File: config.mk
export PLATFORM = sky130hd
export DESIGN_NAME = trace_chk_fifo
export DESIGN_NICKNAME = d
export VERILOG_FILES = /design/src/rtl/trace_chk_pkg.sv /design/src/rtl/trace_chk_fifo.sv
export SDC_FILE = /design/constraint.sdc
export NUM_CORES = 1
export LEC_CHECK = 0
export ABC_AREA = 1
export BUFFER_PORTS_ARGS = -buffer_cell sky130_fd_sc_hd__buf_2
export CAP_MARGIN = 20
export CORE_MARGIN = 1
export CORE_UTILIZATION = 45
export CTS_CLUSTER_SIZE = 40
export DETAILED_ROUTE_END_ITERATION = 16
export PLACE_DENSITY = 0.61
export SETUP_SLACK_MARGIN = 0.1
export SYNTH_ARGS = -nofsm -noshare
export SYNTH_HDL_FRONTEND = slang
export SYNTH_SLANG_ARGS = --single-unit
File: constraint.sdc
create_clock -name clk -period 3.8 [get_ports clk]
set_input_delay 0 -clock clk [delete_from_list [all_inputs] [get_ports clk]]
set_output_delay 0 -clock clk [all_outputs]
set_load 0.01 [all_outputs]
File: src/rtl/trace_chk_pkg.sv
// trace_chk_pkg: shared types for the commit trace checker.
// Holds the record kind codes, failure codes, expected-record layout,
// checker state encoding and the record compare helper.
package trace_chk_pkg;

  typedef enum logic [1:0] {
    KIND_REG   = 2'd0,
    KIND_LOAD  = 2'd1,
    KIND_STORE = 2'd2
  } kind_e;

  typedef enum logic [2:0] {
    FAIL_NONE      = 3'd0,
    FAIL_MISMATCH  = 3'd1,
    FAIL_UNDERFLOW = 3'd2,
    FAIL_LEFTOVER  = 3'd3,
    FAIL_TIMEOUT   = 3'd4
  } fail_e;

  typedef struct packed {
    kind_e       kind;
    logic [15:0] tag;
    logic [15:0] value;
  } exp_rec_t;

  typedef enum logic [1:0] {
    ST_RUN  = 2'd0,
    ST_PASS = 2'd1,
    ST_FAIL = 2'd2
  } state_e;

  // True when an observed event (kind, tag, value) equals the expected record.
  // Register events pass their 4-bit register number zero-extended, so a REG
  // record with any of tag[15:4] set can never match.
  function automatic logic rec_match(input exp_rec_t rec, input kind_e kind,
                                     input logic [15:0] tag, input logic [15:0] value);
    return (rec.kind == kind) && (rec.tag == tag) && (rec.value == value);
  endfunction

endpackage

File: src/rtl/trace_chk_fifo.sv
// trace_chk_fifo: single-clock FIFO of expected records.
// One push per cycle, pop of 0, 1 or 2 entries per cycle, two read ports
// (head and head+1) and an occupancy count. A push is refused whenever the
// FIFO is full, even if a pop happens in the same cycle.
module trace_chk_fifo
  import trace_chk_pkg::*;
#(
  parameter int DEPTH = 16
) (
  input  logic                     clk,
  input  logic                     rst_n,
  input  logic                     push_i,
  input  exp_rec_t                 push_rec_i,
  input  logic [1:0]               pop_n_i,
  output exp_rec_t                 head_o,
  output exp_rec_t                 head1_o,
  output logic [$clog2(DEPTH):0]   count_o,
  output logic                     full_o
);

  localparam int AW = $clog2(DEPTH);
  localparam int CW = AW + 1;

  exp_rec_t        mem_q [DEPTH];
  logic [AW-1:0]   wr_ptr_q, wr_ptr_d;
  logic [AW-1:0]   rd_ptr_q, rd_ptr_d;
  logic [CW-1:0]   count_q, count_d;
  logic            push_ok;

  // Pointer and occupancy update; pointers wrap naturally (DEPTH is a power of 2).
  always_comb begin
    push_ok  = push_i && (count_q != CW'(DEPTH));
    wr_ptr_d = wr_ptr_q;
    rd_ptr_d = rd_ptr_q + AW'(pop_n_i);
    count_d  = count_q - CW'(pop_n_i);
    if (push_ok) begin
      wr_ptr_d = wr_ptr_q + AW'(1);
      count_d  = count_q - CW'(pop_n_i) + CW'(1);
    end else begin
      wr_ptr_d = wr_ptr_q;
    end
  end

  // Pointer/count registers with synchronous active-low reset.
  always_ff @(posedge clk) begin
    if (!rst_n) begin
      wr_ptr_q <= '0;
      rd_ptr_q <= '0;
      count_q  <= '0;
    end else begin
      wr_ptr_q <= wr_ptr_d;
      rd_ptr_q <= rd_ptr_d;
      count_q  <= count_d;
    end
  end

  // Record storage; contents need no reset since count gates every read.
  always_ff @(posedge clk) begin
    if (push_ok) begin
      mem_q[wr_ptr_q] <= push_rec_i;
    end
  end

  assign head_o  = mem_q[rd_ptr_q];
  assign head1_o = mem_q[rd_ptr_q + AW'(1)];
  assign count_o = count_q;
  assign full_o  = (count_q == CW'(DEPTH));

endmodule

# After elaboration in Yosys (flattened, before gate mapping)
# Memories as Yosys holds them, arrays and structs flattened. A register that Yosys moved wholly into a read port is not among the register bits.
# Cells that the tools add are included.
# totals
wordCells	16
out_inout_bits	74
mem_count	1
register_bits	13
mem_bits_rw	544
input_bits	39
# mem_list
memory	words	width	rd	rd_ports_with_merged_regs	write_ports	line	rtl
mem_q	16	34	2	1	1	trace_chk_fifo.sv:24	exp_rec_t mem_q [DEPTH];
# op_classes
reduce_logical	1
eq_ne	2
muxes	4
add_sub_neg	5
# ops
op	n
$add A4 B1 Y4 const B	2
$add A5 B1 Y5 const B	1
$eq A5 B5 Y1 const B	1
$mux W5	1
$ne A5 B5 Y1 const B	1
$sub A5 B2 Y5	1
$add A4 B2 Y4	1
$mux W4	1
$mux W1	2
$logic_and A1 B1 Y1	1

# Longest topological paths before layout
# Gate-level depths: netlist (run 1).
# depth
word_depth	4
depth_mapped	11
depth_no_buf	11

# Worst setup path before layout (run 1)
# OpenSTA, ideal clock, no wires.
# synth_timing
kind	reg2reg
startpoint	reg count_q[2], in the netlist count_o[2]
endpoint	mem mem_q[11][0] (netlist bit), enable pin
required_time_ps	3375
period_less_slack_ps	2780
arrival_time_ps	2355
path_stages_with_launch	7
setup_slack_ps	1020
n_path_buf	0
setup_ps	425
cell_sequence	dfxtp_1 -> nor2_1 -> nand3_1 -> nand2_1 -> inv_1 -> nand2_1 -> nor2_1
# synth_between
elab_chain_cells	4
# synth_lines
item	line	rtl
start: declaration	trace_chk_fifo.sv:27	logic [CW-1:0] count_q, count_d;
start signal: assignment	trace_chk_fifo.sv:53	count_q <= count_d;
$ne A5 B5 Y1	trace_chk_fifo.sv:32	push_ok = push_i && (count_q != CW'(DEPTH));
$logic_and A1 B1 Y1	trace_chk_fifo.sv:32	
$mux W1	trace_chk_fifo.sv:59	if (push_ok) begin
$mux W1 (implied by the code)	trace_chk_fifo.sv:60	mem_q[wr_ptr_q] <= push_rec_i;
end: declaration	trace_chk_fifo.sv:24	
# Every way passes these cells.

==> impl_metrics.prom, run 1 <==
# TYPE chip_impl_metric gauge
chip_impl_metric{name="synth_cell_types",unit=""} 24
chip_impl_info{name="hold_path_class",value="in -> reg"} 1
chip_impl_metric{name="setup_slack",unit="ns"} 0.377
chip_impl_metric{name="largest_net_degree_at_the_start_of_global_routing",unit=""} 206
chip_impl_metric{name="finalHoldViolations",unit=""} 0
chip_impl_metric{name="initial_utilization",unit="%"} 45.9
chip_impl_metric{name="pwr_density_cell",unit="mW/mm2"} 529
chip_impl_metric{name="finalNonFillerCells",unit=""} 3605
chip_impl_metric{name="critical_path.max_fanout",unit=""} 46
chip_impl_metric{name="dieArea",unit="mm2"} 0.0616
chip_impl_info{name="crit_end_element",value="output port"} 1
chip_impl_metric{name="final_core_utilization",unit="%"} 52.1
chip_impl_metric{name="cts.repair_timing.setup_buffer_count",unit=""} 0
chip_impl_metric{name="post_synthesis_average_cell_area",unit="um2"} 9.99
chip_impl_info{name="timing_worst_setup_path_type",value="reg -> out"} 1
chip_impl_metric{name="worst_slew_pin_slew",unit="ns"} 1.04
chip_impl_metric{name="worst-r2r-setup-slack",unit="ns"} 0.99
chip_impl_metric{name="count_of_mapped_cells_out_of_synthesis",unit=""} 2731
chip_impl_info{name="clock_tree.root_cell",value="clkbuf_16"} 1
chip_impl_metric{name="route.vias.total",unit=""} 21700
chip_impl_metric{name="postRouteWirelength",unit="um"} 80700
chip_impl_metric{name="final.setup.tns",unit="ns"} 0
chip_impl_info{name="tritoncts_clock_tree",value="done"} 1
chip_impl_metric{name="peakVddDrop",unit="mV"} 0.420
chip_impl_metric{name="place.detailed.instances",unit=""} 3455
chip_impl_metric{name="maxCapViolCount",unit=""} 0
chip_impl_metric{name="synth-seq-cells",unit=""} 557
chip_impl_metric{name="synth_seq_area_share",unit="%"} 60.8
chip_impl_metric{name="core_region_area",unit="mm2"} 0.0595
chip_impl_metric{name="cts.htree.levels",unit=""} 2
chip_impl_metric{name="slew_headroom",unit="%"} 30.5
chip_impl_info{name="run_status",value="finished, final reports clean"} 1
chip_impl_metric{name="grt_antenna_before_repair",unit=""} 3
chip_impl_metric{name="vias_in_the_first_global_route",unit=""} 20900
chip_impl_metric{name="swShare",unit="%"} 31.0
chip_impl_metric{name="first_iter_violations",unit=""} 2511
chip_impl_metric{name="port_buffers",unit=""} 112
chip_impl_metric{name="final_area",unit="mm2"} 0.0310
chip_impl_metric{name="worst-endpoint-arrival",unit="ns"} 3.42
chip_impl_metric{name="pre_cts_ws",unit="ns"} 1.02
chip_impl_metric{name="clock_path_buffers",unit=""} 3
chip_impl_metric{name="die_height",unit="um"} 248
chip_impl_metric{name="layout-drive-gt1-share",unit="%"} 10.4
chip_impl_metric{name="cts.hold.buffers_added",unit=""} 39
chip_impl_metric{name="gpl.final_weighted_congestion",unit=""} 0.799
chip_impl_metric{name="filler_cell_count",unit=""} 5274
chip_impl_metric{name="firstDrtPassIters",unit=""} 8
chip_impl_info{name="grt_setup_unrepaired",value="no"} 1
chip_impl_metric{name="p_int",unit="mW"} 11.3
chip_impl_metric{name="postSynthNetCount",unit=""} 2782
chip_impl_metric{name="grt.total_usage",unit="%"} 26.2
chip_impl_metric{name="areaGrowthSynthToFinish",unit="%"} 13.5
chip_impl_metric{name="final_setup_vio_count",unit=""} 0
chip_impl_metric{name="power.static_leakage",unit="nW"} 11.2
chip_impl_metric{name="ctsResizeCount",unit=""} 0
chip_impl_metric{name="grt_overflow_total",unit=""} 0
chip_impl_metric{name="synth-warning-count",unit=""} 0
chip_impl_metric{name="final.setup_skew",unit="ns"} 0.0218
chip_impl_metric{name="power.share.sequential",unit="%"} 42.8
chip_impl_metric{name="drcViolationCount",unit=""} 0
chip_impl_info{name="cp-start-kind",value="register"} 1
chip_impl_metric{name="cts_made_buffers",unit=""} 60
chip_impl_metric{name="totalPowerFinal",unit="mW"} 16.4
chip_impl_metric{name="placementRows",unit=""} 89
chip_impl_metric{name="max_clock_freq",unit="MHz"} 292
chip_impl_metric{name="period_share",unit="%"} 90.1
chip_impl_metric{name="fin_crit",unit="ns"} 3.42
chip_impl_metric{name="clkLatencyLatePin",unit="ns"} 0.63
chip_impl_metric{name="timing_max_transition_violations_final",unit=""} 0
chip_impl_metric{name="post_drt_wl_per_cell",unit="um"} 22.4
chip_impl_metric{name="boundaryPins",unit=""} 113
chip_impl_metric{name="combinationalPowerShare",unit="%"} 23.6
chip_impl_metric{name="hold_ws",unit="ns"} 0.284
chip_impl_metric{name="post-dp-hpwl",unit="um"} 43300
chip_impl_metric{name="post_dp_cell_area",unit="mm2"} 0.0287
chip_impl_metric{name="routed_via_density",unit=""} 6.03
chip_impl_metric{name="crit_required",unit="ns"} 3.80
chip_impl_metric{name="nets",unit=""} 2835
chip_impl_metric{name="synthesis.area",unit="mm2"} 0.0273
chip_impl_metric{name="total_switching_power",unit="mW"} 5.09
chip_impl_metric{name="global_route_wire_length_before_repair",unit="um"} 122000
chip_impl_metric{name="antenna_left",unit=""} 0
chip_impl_metric{name="die_w",unit="um"} 248
chip_impl_metric{name="tritoncts_num_sinks",unit=""} 557
chip_impl_metric{name="cts.clk_slew.worst_paths",unit="ns"} 0.06
chip_impl_metric{name="p_clk_share",unit="%"} 33.6
## final timing paths
check                 to  depth (start not counted)   startpoint
max reg2reg  rd_ptr_q[0]                          5  rd_ptr_q[0]
min           count_o[4]                          4        rst_n
min reg2reg  wr_ptr_q[3]                          2  wr_ptr_q[3]
max          head1_o[19]                          8  rd_ptr_q[0]
## layout by cell type, fill, tap and decap left out, types with 23 or more instances in the layout
master	n
a21oi_1	247
buf_2	112
buf_4	47
clkbuf_16	61
dlygate4sd3_1	39
edfxtp_1	544
inv_1	258
nand2_1	331
nand3_1	377
nor2_1	107
o211ai_1	272
o21ai_0	290
o21ai_1	23
## cell usage after synthesis
cell | number | share of area, %
clkinv_1 | 1 | 0.014
buf_2 | 78 | 1.4
clkbuf_1 | 111 | 1.5
o211ai_1 | 272 | 7.5
nand3_1 | 377 | 6.9
o211ai_2 | 5 | 0.23
xor2_2 | 1 | 0.060
nand2_1 | 331 | 4.6
o21ai_0 | 290 | 5.3
buf_6 | 3 | 0.12
buf_1 | 29 | 0.40
xor2_1 | 1 | 0.032
a21oi_1 | 247 | 4.5
dfxtp_1 | 13 | 0.95
nor2_1 | 123 | 1.7
edfxtp_1 | 544 | 60
inv_2 | 5 | 0.069
xnor2_1 | 2 | 0.064
o21ai_1 | 23 | 0.42
xnor2_2 | 1 | 0.060
buf_4 | 3 | 0.083
fa_1 | 2 | 0.15
inv_1 | 259 | 3.6
ha_1 | 10 | 0.46
## metal layers
metal  vias up  GRT usage, %  part of all wire [%]
met5         -             0                 0.035
met2      1107          41.5                    46
met1     10400          36.0                    41
li1       9967             -                     -
met3       218          3.76                   8.4
met4         4          11.6                   3.8
## kinds of logic (layout without fill, tap and decap cells)
| kind of cell | Yosys count | count (layout) | synth area share, % |
|---|---|---|---|
| fa+ha+maj | 12 | 12 | 0.605 |
| buf+inv | 489 | 589 | 7.21 |
| flops | 557 | 557 | 60.8 |
| simple gates | 831 | 831 | 13.2 |
| other cells | 0 | 1 | 0 |
| xor+xnor | 5 | 5 | 0.216 |
| compound gates | 837 | 837 | 18.0 |
## layout make-up
type / count / area, um2 / share of cell area [%]
repair buffers: 215 / 1650 / 5.33
multi-input cells: 1685 / 8880 / 28.7
well taps: 773 / 967 / 3.12
flip-flops and latches: 557 / 16600 / 53.6
clock inverters: 25 / 148 / 0.477
diodes: 1 / 2.50 / 0.00808
inverters: 265 / 1010 / 3.27
clock buffers: 84 / 1690 / 5.47
## sequential cells by signal, summed over array words and instances, names as in the netlist
name,cells
mem_q,544
wr_ptr_q,4
count_o,5
rd_ptr_q,4
## power groups by stage
stage          Clock (mW)  Sequential (mW)  Combinational, mW
2_1_floorplan           0             7.11               2.44
3_3_place_gp            0             7.13               3.73
4_1_cts              5.58             7.01               3.83
3_5_place_dp            0             7.14               3.78
6_report             5.52             7.01               3.87
5_1_grt              5.81             7.02               4.23
## critical path: stages, from the launching register on
cell and delay, ns:
dfxtp_4 0.72, ha_4 0.25, xnor2_4 0.13, clkinv_2 0.68, buf_4 0.48, o211ai_1 0.11, nand3_1 0.09, nand2_1 0.16
buf_2 0.15
Power figures use the tool's default switching activity.
==> inputs of run 2 (changes only) <==
- PLACE_DENSITY: 0.61 -> default
==> impl_metrics.prom, run 2 (synthesized netlist as in run 1, its figures left out) <==
# TYPE chip_impl_metric gauge
chip_impl_info{name="run_status",value="finished, final reports clean"} 1
chip_impl_metric{name="final.setup.tns",unit="ns"} 0
chip_impl_info{name="cp-start-kind",value="register"} 1
chip_impl_metric{name="tritoncts_num_sinks",unit=""} 557
chip_impl_metric{name="clock_path_buffers",unit=""} 3
chip_impl_metric{name="largest_net_degree_at_the_start_of_global_routing",unit=""} 277
chip_impl_metric{name="cts.htree.levels",unit=""} 2
chip_impl_metric{name="postRouteWirelength",unit="um"} 82000
chip_impl_metric{name="cts_made_buffers",unit=""} 59
chip_impl_info{name="layout.cells.most_common_list",value="544 x edfxtp_1, 377 x nand3_1, 331 x nand2_1, 290 x o21ai_0, 272 x o211ai_1"} 1
chip_impl_metric{name="max_clock_freq",unit="MHz"} 310
chip_impl_metric{name="post_drt_wl_per_cell",unit="um"} 22.8
chip_impl_metric{name="power.static_leakage",unit="nW"} 11.3
chip_impl_metric{name="clkLatencyLatePin",unit="ns"} 0.63
chip_impl_metric{name="cts.clk_slew.worst_paths",unit="ns"} 0.06
chip_impl_metric{name="maxCapViolCount",unit=""} 0
chip_impl_metric{name="die_w",unit="um"} 248
chip_impl_metric{name="worst_slew_pin_slew",unit="ns"} 1.26
chip_impl_metric{name="dieArea",unit="mm2"} 0.0616
chip_impl_metric{name="routed_via_density",unit=""} 6.01
chip_impl_metric{name="grt_antenna_before_repair",unit=""} 1
chip_impl_metric{name="hold_ws",unit="ns"} 0.260
chip_impl_metric{name="finalHoldViolations",unit=""} 0
chip_impl_metric{name="ctsResizeCount",unit=""} 0
chip_impl_metric{name="core_region_area",unit="mm2"} 0.0595
chip_impl_metric{name="pre_cts_ws",unit="ns"} 1.05
chip_impl_metric{name="worst-endpoint-arrival",unit="ns"} 3.23
chip_impl_info{name="max_flop_register",value="mem_q"} 1
chip_impl_metric{name="slew_headroom",unit="%"} 16.0
chip_impl_metric{name="first_iter_violations",unit=""} 2209
chip_impl_metric{name="setup_slack",unit="ns"} 0.573
chip_impl_metric{name="route.vias.total",unit=""} 21600
chip_impl_metric{name="areaGrowthSynthToFinish",unit="%"} 14.1
chip_impl_info{name="final_common_cell",value="edfxtp_1"} 1
chip_impl_metric{name="antenna_left",unit=""} 0
chip_impl_metric{name="gpl.final_weighted_congestion",unit=""} 0.831
chip_impl_metric{name="largest_reg_flops",unit=""} 544
chip_impl_metric{name="cts.hold.buffers_added",unit=""} 39
chip_impl_metric{name="fin_crit",unit="ns"} 3.23
chip_impl_metric{name="final_setup_vio_count",unit=""} 0
chip_impl_info{name="grt_setup_unrepaired",value="no"} 1
chip_impl_info{name="clock_tree.root_cell",value="clkbuf_16"} 1
chip_impl_metric{name="crit_required",unit="ns"} 3.80
chip_impl_metric{name="post-dp-hpwl",unit="um"} 46200
chip_impl_metric{name="pwr_density_cell",unit="mW/mm2"} 551
chip_impl_metric{name="nets",unit=""} 2822
chip_impl_info{name="hold_path_class",value="in -> reg"} 1
chip_impl_metric{name="vias_in_the_first_global_route",unit=""} 20700
chip_impl_metric{name="boundaryPins",unit=""} 113
chip_impl_metric{name="timing_max_transition_violations_final",unit=""} 0
chip_impl_metric{name="final.setup_skew",unit="ns"} 0.0212
chip_impl_info{name="timing_worst_setup_path_type",value="reg -> out"} 1
chip_impl_metric{name="cts.repair_timing.setup_buffer_count",unit=""} 0
chip_impl_metric{name="groute.layer.met3.usage",unit="%"} 3.85
chip_impl_metric{name="port_buffers",unit=""} 112
chip_impl_metric{name="final_core_utilization",unit="%"} 52.3
chip_impl_metric{name="drcViolationCount",unit=""} 0
chip_impl_metric{name="global_route_wire_length_before_repair",unit="um"} 123000
chip_impl_metric{name="layout-drive-gt1-share",unit="%"} 10.4
chip_impl_info{name="tritoncts_clock_tree",value="done"} 1
chip_impl_metric{name="grt.total_usage",unit="%"} 26.6
chip_impl_metric{name="placementRows",unit=""} 89
chip_impl_metric{name="critical_path.max_fanout",unit=""} 28
chip_impl_metric{name="period_share",unit="%"} 84.9
chip_impl_metric{name="die_height",unit="um"} 248
chip_impl_metric{name="totalPowerFinal",unit="mW"} 17.1
chip_impl_metric{name="global_route.usage.met2",unit="%"} 42.7
chip_impl_metric{name="firstDrtPassIters",unit=""} 6
chip_impl_metric{name="grt_overflow_total",unit=""} 0
chip_impl_metric{name="peakVddDrop",unit="mV"} 0.488
chip_impl_metric{name="antenna_cells",unit=""} 0
chip_impl_info{name="grt_most_used_layer",value="met2"} 1
chip_impl_metric{name="grt.met1_usage",unit="%"} 36.8
chip_impl_info{name="crit_end_element",value="output port"} 1
chip_impl_metric{name="initial_utilization",unit="%"} 45.9
==> run 2: worst paths after layout <==
path                                  start          end  slack, ns  cells after the start
worst max-delay path            rd_ptr_q[1]  head1_o[16]       0.57                      8
worst min-delay path                  rst_n   count_o[4]       0.26                      4
worst max register to register   count_o[2]  mem_q[4][1]       1.04                      7
worst min register to register  wr_ptr_q[3]  wr_ptr_q[3]       0.51                      2
==> run 2: power by group <==
group	switching (mW)	leakage (nW)	internal, mW
clock network	2.48	1.03	3.76
registers	0.0892	5.02	6.91
logic	2.69	5.22	1.22
==> run 2: cell type report <==
| class | count | area [um2] |
|---|---|---|
| clock buffers | 64 | 1520 |
| clock inverters | 47 | 571 |
| fillers | 5253 | 28300 |
| multi-input cells | 1685 | 8880 |
| well taps | 773 | 967 |
| inverters | 265 | 1010 |
| flip-flops and latches | 557 | 16600 |
| repair buffers | 203 | 1570 |
==> run 2: critical path, cell delays in order, from the launching register on <==
cell and delay [ns]:
dfxtp_4 0.40, buf_4 0.41, nand3_1 0.25, xor2_4 0.21, inv_2 0.57, buf_4 0.31, nand3_1 0.13, nand2_1 0.15
buf_2 0.15
==> run 2: stage by stage <==
step           std cells  cell area, um2
3_5_place_dp        3444           28600
6_report            3594           31100
2_1_floorplan       2731           27300
4_1_cts             3594           31100
5_1_grt             3594           31100
3_3_place_gp        3444           28600
==> run 2: metal layers <==
metal  routed length (um)  vias to the layer above
li1                     -                     9945
met1                34800                    10500
met2                38400                     1018
met3                 6550                      166
met4                 2350                        2
met5                   11                        -
